<file path="config.mk">
export PLATFORM = sky130hd
export DESIGN_NAME = serial_subtractor
export DESIGN_NICKNAME = d
export VERILOG_FILES = /design/src/rtl/serial_subtractor_pkg.sv /design/src/rtl/serial_subtractor_fs_cell.sv /design/src/rtl/serial_subtractor.sv
export SDC_FILE = /design/constraint.sdc
export NUM_CORES = 1
export LEC_CHECK = 0
export ABC_AREA = 1
export BUFFER_PORTS_ARGS = -buffer_cell sky130_fd_sc_hd__buf_2
export CAP_MARGIN = 20
export CORE_ASPECT_RATIO = 0.9
export CORE_UTILIZATION = 49
export DETAILED_ROUTE_END_ITERATION = 10
export PLACE_DENSITY = 0.7
export SYNTH_ARGS = -nofsm -noshare
export SYNTH_HDL_FRONTEND = slang
export SYNTH_SLANG_ARGS = --single-unit
export TNS_END_PERCENT = 50
</file>
<file path="constraint.sdc">
create_clock -name Clock -period 1.87 [get_ports Clock]
set_clock_uncertainty 0.1 [all_clocks]
set_input_delay 0.374 -clock Clock [delete_from_list [all_inputs] [get_ports Clock]]
set_output_delay 0.374 -clock Clock [all_outputs]
set_load 0.05 [all_outputs]
</file>
<file path="src/rtl/serial_subtractor_pkg.sv">
// Shared types and constants for the bit-serial subtractor.
package serial_subtractor_pkg;

  // Controller states: waiting, shifting bits, presenting the result
  typedef enum logic [1:0] {
    IDLE = 2'd0,
    RUN  = 2'd1,
    DONE = 2'd2
  } state_e;

  // Default operand/result width
  localparam int SUB_WIDTH_DEF = 4;

  // Signed overflow of a - b: operands of differing sign and a result
  // whose sign differs from the minuend.
  function automatic logic sub_ovf(input logic a_sign,
                                   input logic b_sign,
                                   input logic d_sign);
    return (a_sign != b_sign) && (d_sign != a_sign);
  endfunction

endpackage

</file>
<file path="src/rtl/serial_subtractor_fs_cell.sv">
// One-bit full subtractor: difference and borrow for a single bit position.
module fs_cell (
  input  logic x,
  input  logic y,
  input  logic bi,
  output logic dif,
  output logic bo
);

  assign dif = x ^ y ^ bi;
  assign bo  = (~x & y) | (~(x ^ y) & bi);

endmodule

</file>
<file path="src/rtl/serial_subtractor.sv">
// Bit-serial subtractor: d = a - b - b_in (mod 2^N), one bit per clock,
// LSB first. The optional signed-overflow output ovf and its sign-capture
// registers are built only when SERIAL_SUB_OVF_EN is defined.
module serial_subtractor
  import serial_subtractor_pkg::*;
#(
  parameter int N = SUB_WIDTH_DEF
) (
  input  logic         Clock,
  input  logic         Resetn,
  input  logic         start,
  input  logic [N-1:0] a,
  input  logic [N-1:0] b,
  input  logic         b_in,
  output logic [N-1:0] d,
  output logic         b_out,
  output logic         busy,
  output logic         done
`ifdef SERIAL_SUB_OVF_EN
  ,
  output logic         ovf
`endif
);

  // Counter runs 0..N: N shift edges, then one edge to publish the result.
  localparam int CW = $clog2(N + 1);
  localparam logic [CW-1:0] CNT_LAST = CW'(N);

  state_e        state_q;
  logic [CW-1:0] cnt_q;
  logic [CW-1:0] cnt_d;
  logic [N-1:0]  a_q;
  logic [N-1:0]  a_d;
  logic [N-1:0]  b_q;
  logic [N-1:0]  b_d;
  logic [N-1:0]  res_q;
  logic [N-1:0]  res_d;
  logic          br_q;
  logic          br_d;
  logic [N-1:0]  d_q;
  logic          b_out_q;
  logic          busy_q;
  logic          done_q;
  logic          dif_s;
  logic          bo_s;
  logic          accept_s;

`ifdef SERIAL_SUB_OVF_EN
  logic a_sign_q;
  logic b_sign_q;
  logic ovf_q;
`endif

  fs_cell u_fs_cell (
    .x   (a_q[0]),
    .y   (b_q[0]),
    .bi  (br_q),
    .dif (dif_s),
    .bo  (bo_s)
  );

  // A start is honoured in IDLE and in DONE; it is ignored during RUN.
  assign accept_s = start && ((state_q == IDLE) || (state_q == DONE));

  // Next values for one shift step: operands move right, new bit enters result MSB.
  always_comb begin
    a_d   = {1'b0, a_q[N-1:1]};
    b_d   = {1'b0, b_q[N-1:1]};
    res_d = {dif_s, res_q[N-1:1]};
    br_d  = bo_s;
    cnt_d = cnt_q + CW'(1);
  end

  // Controller FSM with datapath registers and registered outputs.
  always_ff @(posedge Clock) begin
    if (!Resetn) begin
      state_q  <= IDLE;
      cnt_q    <= {CW{1'b0}};
      a_q      <= {N{1'b0}};
      b_q      <= {N{1'b0}};
      res_q    <= {N{1'b0}};
      br_q     <= 1'b0;
      d_q      <= {N{1'b0}};
      b_out_q  <= 1'b0;
      busy_q   <= 1'b0;
      done_q   <= 1'b0;
`ifdef SERIAL_SUB_OVF_EN
      a_sign_q <= 1'b0;
      b_sign_q <= 1'b0;
      ovf_q    <= 1'b0;
`endif
    end else if (accept_s) begin
      state_q  <= RUN;
      cnt_q    <= {CW{1'b0}};
      a_q      <= a;
      b_q      <= b;
      br_q     <= b_in;
      res_q    <= {N{1'b0}};
      busy_q   <= 1'b1;
      done_q   <= 1'b0;
`ifdef SERIAL_SUB_OVF_EN
      a_sign_q <= a[N-1];
      b_sign_q <= b[N-1];
`endif
    end else begin
      case (state_q)
        IDLE: begin
          busy_q <= 1'b0;
          done_q <= 1'b0;
        end
        RUN: begin
          if (cnt_q == CNT_LAST) begin
            // All N bits shifted: publish the result and pulse done.
            state_q <= DONE;
            d_q     <= res_q;
            b_out_q <= br_q;
            done_q  <= 1'b1;
`ifdef SERIAL_SUB_OVF_EN
            ovf_q   <= sub_ovf(a_sign_q, b_sign_q, res_q[N-1]);
`endif
          end else begin
            a_q   <= a_d;
            b_q   <= b_d;
            res_q <= res_d;
            br_q  <= br_d;
            cnt_q <= cnt_d;
          end
        end
        DONE: begin
          state_q <= IDLE;
          busy_q  <= 1'b0;
          done_q  <= 1'b0;
        end
        default: begin
          state_q <= IDLE;
          busy_q  <= 1'b0;
          done_q  <= 1'b0;
        end
      endcase
    end
  end

  assign d     = d_q;
  assign b_out = b_out_q;
  assign busy  = busy_q;
  assign done  = done_q;
`ifdef SERIAL_SUB_OVF_EN
  assign ovf   = ovf_q;
`endif

endmodule
</file>
# Word-level counts from Yosys, hierarchy flattened
# Index checks and enable logic that the tools add are counted.
word_totals:
  register_bits: 25
  latchBits: 0
  mem_bits_rw: 0
  romBits: 0
  input_bits: 12
  out_inout_bits: 7
  word_cells: 57
  n_memories: 0
op_classes:
  addsub: 1
  mul: 0
  div_mod_pow: 0
  n_lt_le_gt_ge: 0
  eq_ne: 8
  n_shift: 0
  muxes: 14
  bitwise: 12
  n_reduce_logical: 11
op_table:
  columns: ["op", "count"]
  rows:
  - ["4-bit 2-to-1 mux", 6]
  - ["2-bit != test (second input constant)", 4]
  - ["2-bit AND reduction", 4]
  - ["1-bit inverter", 7]
  - ["1-bit 2-to-1 mux", 6]
  - ["2-bit one-hot mux with 2 select lines", 1]
  - ["3-bit by 1-bit adder with 3-bit output (second input constant)", 1]
  - ["3-bit equality test (second input constant)", 1]
  - ["3-bit != test (second input constant)", 1]
  - ["3-bit AND reduction", 1]
  - ["3-bit OR reduction", 1]
  - ["1-bit bitwise AND", 2]
  - ["2-bit by 1-bit equality test with 1-bit output (second input constant)", 1]
  - ["2-bit equality test (second input constant)", 1]
  - ["2-bit zero test", 1]
  - ["2-bit 2-to-1 mux", 1]
  - ["2-bit nonzero test", 1]
  - ["2-bit OR reduction", 1]
  - ["1-bit XOR", 2]
  - ["1-bit logical AND", 1]
  - ["1-bit logical OR", 1]
  - ["1-bit OR", 1]

# Longest topological paths before layout
# Gate-level depths: netlist of run 1.
depth:
  ltp_word: 7
  depth_mapped: 8

# Cells and area by module
# Synthesis of run 1 repeated with hierarchy kept, for this count alone.
hier_totals:
  hier_cells: 142
  area_unflattened_um2: 1048.5
by_module_without_submodules:
  columns: ["mod", "n_inst", "cells_each", "area_per_inst_um2"]
  rows:
  - ["serial_subtractor", 1, 138, 1017.2]
  - ["fs_cell", 1, 4, 31.3]

# Worst setup path before layout of run 1
# OpenSTA, ideal clock, no wires.
synth_path:
  path_type: "register to register"
  start: "reg cnt_q[0]"
  end: "reg a_q[2]"
  setup_ns: 0.130
  t_arrival_ns: 1.131
  required_time_ns: 1.640
  setup_slack_ns: 0.509
  path_stages_with_launch: 8
  n_path_buf: 1
  cell_sequence: "dfxtp_1 -> inv_1 -> ha_1 -> nand2_1 -> nand3_4 -> buf_6 -> nand3_1 -> a21oi_1"
synth_via:
  elab_chain_cells: 3
synth_lines:
  columns: ["item", "line_no", "rtl"]
  rows:
  - ["start, declared", "serial_subtractor.sv:30", "logic [CW-1:0] cnt_q;"]
  - ["start signal, assigned", "serial_subtractor.sv:78", "cnt_q <= {CW{1'b0}};"]
  - ["start signal, assigned", "serial_subtractor.sv:94", "cnt_q <= {CW{1'b0}};"]
  - ["start signal, assigned", "serial_subtractor.sv:126", "cnt_q <= cnt_d;"]
  - ["3-bit equality test", "serial_subtractor.sv:112", "if (cnt_q == CNT_LAST) begin"]
  - ["2-bit != test (no source line)", null, null]
  - ["2-bit AND reduction (no source line)", null, null]
  - ["end signal, assigned", "serial_subtractor.sv:79", "a_q <= {N{1'b0}};"]
  - ["end, declared", "serial_subtractor.sv:32", "logic [N-1:0] a_q;"]
# No other way between the ends.
# A chain may end at the register's enable or synchronous reset.

# Final worst setup path of run 1
layout_path:
  start: "reg cnt_q[0]"
  end: "reg a_q[1]"
# Same word-level chain as after synthesis.

==> flow_metrics.tcl, run 1 <==
set metrics [dict create \
    antenna_cells 0 \
    dpl_worst_slack_ps 311 \
    viasPerCell 4.97 \
    syn-num-nets 159 \
    powerDensity_nw_per_um2 767 \
    slew_headroom 0.763 \
    crit_type "reg2reg" \
    wl_per_cell_um 10.2 \
    antenna_found_initial 0 \
    die_y_um 47.2 \
    dieArea_um2 2460 \
    placementRows 15 \
    portBuffers 18 \
    initial_core_util 0.548 \
    ys_ff_latch 25 \
    gr-total-overflow 0 \
    final_max_slew_viol_count 0 \
    path_cells "inv_1 > ha_1 > nand2_1 > nand3_4 > nand2_4 > inv_1 > nand3_1 > nand2_1" \
    stdcell_count 186 \
    grt_pass1_vias 761 \
    ant_nets 0 \
    post-route-period-util 0.834 \
    placed_area_um2 1180 \
    cts_max_level 1 \
    cp_max_fo 16 \
    design.core.area_um2 2030 \
    r2r-start "cnt_q[0]" \
    cts_sinks 25 \
    worstMarginPinSlew_ps 355 \
    finalHoldViolCount 0 \
    worst_setup_path_end_kind "register" \
    dp.cells 182 \
    root_buffer "clkbuf_4" \
    cp.required_ps 2000 \
    status "finished clean" \
    cap_violations 0 \
    grt_util_all_layers 0.184 \
    gp_congestion 0.741 \
    numCtsBuffers 3 \
    yosysUniqueCellTypes 20 \
    drc 0 \
    setup_viol 0 \
    hold_slack_ps 181 \
    cts_setup_buffers 0 \
    rsz0062_at_grt "false" \
    grt_pass1_wl_um 3200 \
    ys_seq_area_frac 0.450 \
    synth_warnings 0 \
    clk_pin_slew_ps 140 \
    cts_max_path_buffers 2 \
    first_pass_iters 4 \
    fin_tns_setup_ps 0 \
    cts_tree "done" \
    hold_path_class "in2reg" \
    drive_above_1_share 0.174 \
    worst_path_max_delay_cell "dfxtp_1" \
    hold_start "a[3]" \
    drtIter0Drc 18 \
    dieWidth_um 52.2 \
    grt_max_degree 20 \
    syn_inst 144 \
    reg2reg_to "a_q[1]" \
    post-route-min-period_ps 1560 \
    setup_ws_ps 310 \
    stdcell_area_um2 1210 \
    syn_area_per_cell_um2 7.72 \
    r2r_slack_ps 310 \
    peakVddDrop_uv 579 \
    start_kind "register" \
    clock.fmax_mhz 641 \
    routed_wirelength_um 1900 \
    fin_nets 177 \
    area_growth_pct 9.01 \
    slowest_delay_ps 380 \
    worstHoldPathCells 3 \
    hold_buffers 0 \
    dpl.hpwl_um 1410 \
    p_leak_nw 0.558 \
    cts_resized 0 \
    min_to "a_q[3]" \
    num_vias 924 \
    num_io_pins 19 \
    clk_latency_ps 320 \
    critPathArrivalTime_ps 1690 \
    rr_worst_depth 8 \
    synth_area_um2 1110 \
]
[synth_stat cells]
| library cell | number | area (µm²) |
|---|---|---|
| dlymetal6s2s_1 | 1 | 12.5 |
| o21ai_0 | 5 | 25.0 |
| nand2_4 | 2 | 22.5 |
| nor2_4 | 2 | 22.5 |
| nand3_4 | 1 | 17.5 |
| xor2_1 | 1 | 8.76 |
| dfxtp_1 | 25 | 500 |
| nand3_1 | 17 | 85.1 |
| inv_2 | 1 | 3.75 |
| nand2_1 | 41 | 154 |
| fa_1 | 1 | 20.0 |
| a21oi_1 | 16 | 80.1 |
| buf_6 | 1 | 11.3 |
| clkbuf_2 | 1 | 5.00 |
| inv_1 | 11 | 41.3 |
| nor3_1 | 1 | 5.00 |
| buf_4 | 1 | 7.51 |
| nor2_1 | 13 | 48.8 |
| buf_8 | 1 | 15.0 |
| ha_1 | 2 | 25.0 |
[final cells by class]
class	instances	area, µm²
clock buffer	3	22.5
clock inverter	1	7.51
fill	192	816
inverter	12	45.0
multi-input combinational	102	514
sequential	25	500
tap	25	31.3
timing repair buffer	18	90.1
[report_power, final]
part / internal [mW] / switching, mW
Clock: 0.0818 / 0.163
Sequential: 0.551 / 0.0130
Combinational: 0.0413 / 0.0794
Total: 0.674 / 0.255
[critical path, delay by kind of cell, from the launching register on]
family                   cells  cell delay (ps)
AND/OR/NAND/NOR              5              680
flip-flops                   1              380
adder cells (fa/ha/maj)      1              190
buffers and inverters        2              130
[how the worst max path moves through the flow]
stage / cells past startpoint / slack [ps] / startpoint / to
3_3_place_gp: 8 / 390 / cnt_q[0] / a_q[1]
3_5_place_dp: 8 / 310 / cnt_q[0] / a_q[1]
4_1_cts: 8 / 300 / cnt_q[0] / a_q[1]
5_1_grt: 8 / 190 / cnt_q[0] / a_q[1]
2_1_floorplan: 7 / 510 / cnt_q[0] / a_q[2]
6_report: 8 / 310 / cnt_q[0] / a_q[1]
[per-stage QoR]
stage / total power [mW] / util
final: 0.929 / 0.598
after global routing: 0.984 / 0.598
after CTS: 0.941 / 0.598
after detailed placement: 0.697 / 0.583
after global placement: 0.696 / 0.583
after floorplan: 0.677 / -
[per-layer routing]
layer	vias up	part of all wire	global-route usage
li1	494	-	-
met1	405	0.51	0.237
met2	23	0.43	0.279
met3	2	0.053	0.0647
met4	0	0.0095	0.0842
met5	-	0	0
[sequential cells by signal, summed over array words and instances (netlist names)]
signal	cells
busy	1
state_q	2
b_out	1
d	4
a_q	4
b_q	4
res_q	4
done	1
br_q	1
cnt_q	3
[logic make-up (layout without fill, tap and decap cells)]
group,Yosys count,count (layout),share of synthesized area
AOI/OAI and AO/OA,21,21,0.0946
xor gates and xnor gates,1,1,0.00788
adders and majority gates,3,3,0.0405
buffers and inverters,17,34,0.0867
DFF,25,25,0.450
and+or+nand+nor,77,77,0.320
[placed cells by master (no fill, tap or decap), types with 2 or more instances in the layout]
| cell type | instances |
|---|---|
| ha_1 | 2 |
| a21oi_1 | 16 |
| nand2_1 | 41 |
| nor2_4 | 2 |
| inv_1 | 11 |
| nor2_1 | 13 |
| buf_2 | 18 |
| clkbuf_4 | 3 |
| dfxtp_1 | 25 |
| nand2_4 | 2 |
| o21ai_0 | 5 |
| nand3_1 | 17 |
No activity file was read; power rests on OpenSTA's default activity.
==> inputs of run 2 (changes only) <==
CORE_UTILIZATION = 48   (was 49)
PLACE_DENSITY = 0.72   (was 0.7)
clock period = 1.4 ns   (was 1.87 ns; I/O delays follow)
==> flow_metrics.tcl, run 2 (same netlist as run 1, synthesis figures left out) <==
set metrics [dict create \
    status "finished clean" \
    peakVddDrop_uv 736 \
    root_buffer "clkbuf_4" \
    dp.cells 188 \
    post-route-period-util 0.966 \
    drc 0 \
    setup_viol 0 \
    ant_nets 0 \
    clk_latency_ps 310 \
    gp_congestion 0.756 \
    final_common_cell "nand2_1" \
    drtIter0Drc 34 \
    cts_max_path_buffers 2 \
    worst_setup_path_end_kind "register" \
    r2r-start "cnt_q[1]" \
    hold_path_class "in2reg" \
    start_kind "register" \
    design.core.area_um2 2180 \
    stdcell_count 194 \
    dpl.hpwl_um 1570 \
    cap_violations 0 \
    final_max_slew_viol_count 0 \
    cp_max_fo 6 \
    grt_pass1_wl_um 3490 \
    rr_worst_depth 8 \
    slew_headroom 0.763 \
    dieWidth_um 52.7 \
    hold_buffers 0 \
    placementRows 16 \
    portBuffers 18 \
    first_pass_iters 4 \
    fillers 205 \
    grt_max_degree 20 \
    area_growth_pct 17.0 \
    initial_core_util 0.509 \
    drive_above_1_share 0.287 \
    numCtsBuffers 3 \
    critPathArrivalTime_ps 1480 \
    rsz0062_at_grt "true" \
    powerDensity_nw_per_um2 972 \
    cp.required_ps 1520 \
    layout_common_cells "38 x nand2_1, 22 x dfxtp_1, 18 x buf_2" \
    grt_pass1_vias 848 \
    p_leak_nw 0.595 \
    hold_start "b[3]" \
    wl_per_cell_um 11.4 \
    fin_nets 183 \
    num_io_pins 19 \
    antenna_cells 0 \
    cts_tree "done" \
    dieArea_um2 2510 \
    stdcell_area_um2 1300 \
    cts_sinks 25 \
    worstMarginPinSlew_ps 355 \
    gr-total-overflow 0 \
    worstHoldPathCells 3 \
    clock.fmax_mhz 740 \
    antenna_found_initial 0 \
    num_vias 978 \
    crit_type "reg2reg" \
    critPathLaunch "cnt_q[1]" \
    post-route-min-period_ps 1350 \
    viasPerCell 5.04 \
    cts_max_level 1 \
    die_y_um 47.6 \
    placed_area_um2 1210 \
    finalHoldViolCount 0 \
    routed_wirelength_um 2210 \
    grt_util_all_layers 0.193 \
    clk_pin_slew_ps 130 \
]
-- run 2: cell types whose count changed in the layout (fill, tap and decap cells not counted), moves of 3 or more --
cell / delta
buf_4: +6
dfxtp_1: -3
dfxtp_2: +3
inv_1: -3
nand2_1: -3
-- run 2: layout make-up --
type | count | area, µm² | area share
multi-input cells | 102 | 552 | 0.424
flip-flops and latches | 25 | 504 | 0.388
repair buffers | 24 | 135 | 0.104
inverters | 12 | 47.5 | 0.0366
well taps | 27 | 33.8 | 0.0260
clock buffers | 3 | 22.5 | 0.0173
clock inverters | 1 | 5.00 | 0.00385
-- run 2: metrics by stage --
step                      power [mW]  setup TNS (ps)  setup WS [ps]   util  hold WS (ps)
after floorplan                0.904               0           38.6      -           327
after global placement         0.939               0           22.1  0.556           352
after detailed placement       0.945            -126          -30.8  0.556           374
after CTS                       1.26               0           20.1  0.570          93.7
after global routing            1.34           -2.65          -2.65  0.596           108
final                           1.26               0           47.8  0.596           104
-- run 2: power by group --
group / internal [mW] / switching [mW]
sequential: 0.737 / 0.0172
combinational: 0.0730 / 0.120
clock: 0.107 / 0.210
-- run 2: worst paths after layout --
check           end  slack, ps
max            d[1]         50
min          b_q[3]        100
max reg2reg    d[1]         50
min reg2reg  b_q[3]        390
-- run 2: metal layers --
layer  GRT usage  share of wire  vias up
met5           0              0        -
met3      0.0667          0.045        0
met2       0.327           0.49       18
met1       0.246           0.47      452
met4      0.0316              0        0
li1            -              -      508
-- run 2: repair_timing --
action                     4_1_cts  5_1_grt
gates resized for setup          2       15
setup buffers                    0        2
hold endpoints to repair         0        0
pin swaps                        0        2
setup endpoints to repair       13       19
-- run 2: worst max-delay path: stages (launching register included) --
cell and delay [ps]:
dfxtp_2 360, inv_1 80, ha_4 140, nand2_4 60
buf_4 150, nor2_4 150, inv_4 70, nor2_1 90
nor2_1 50
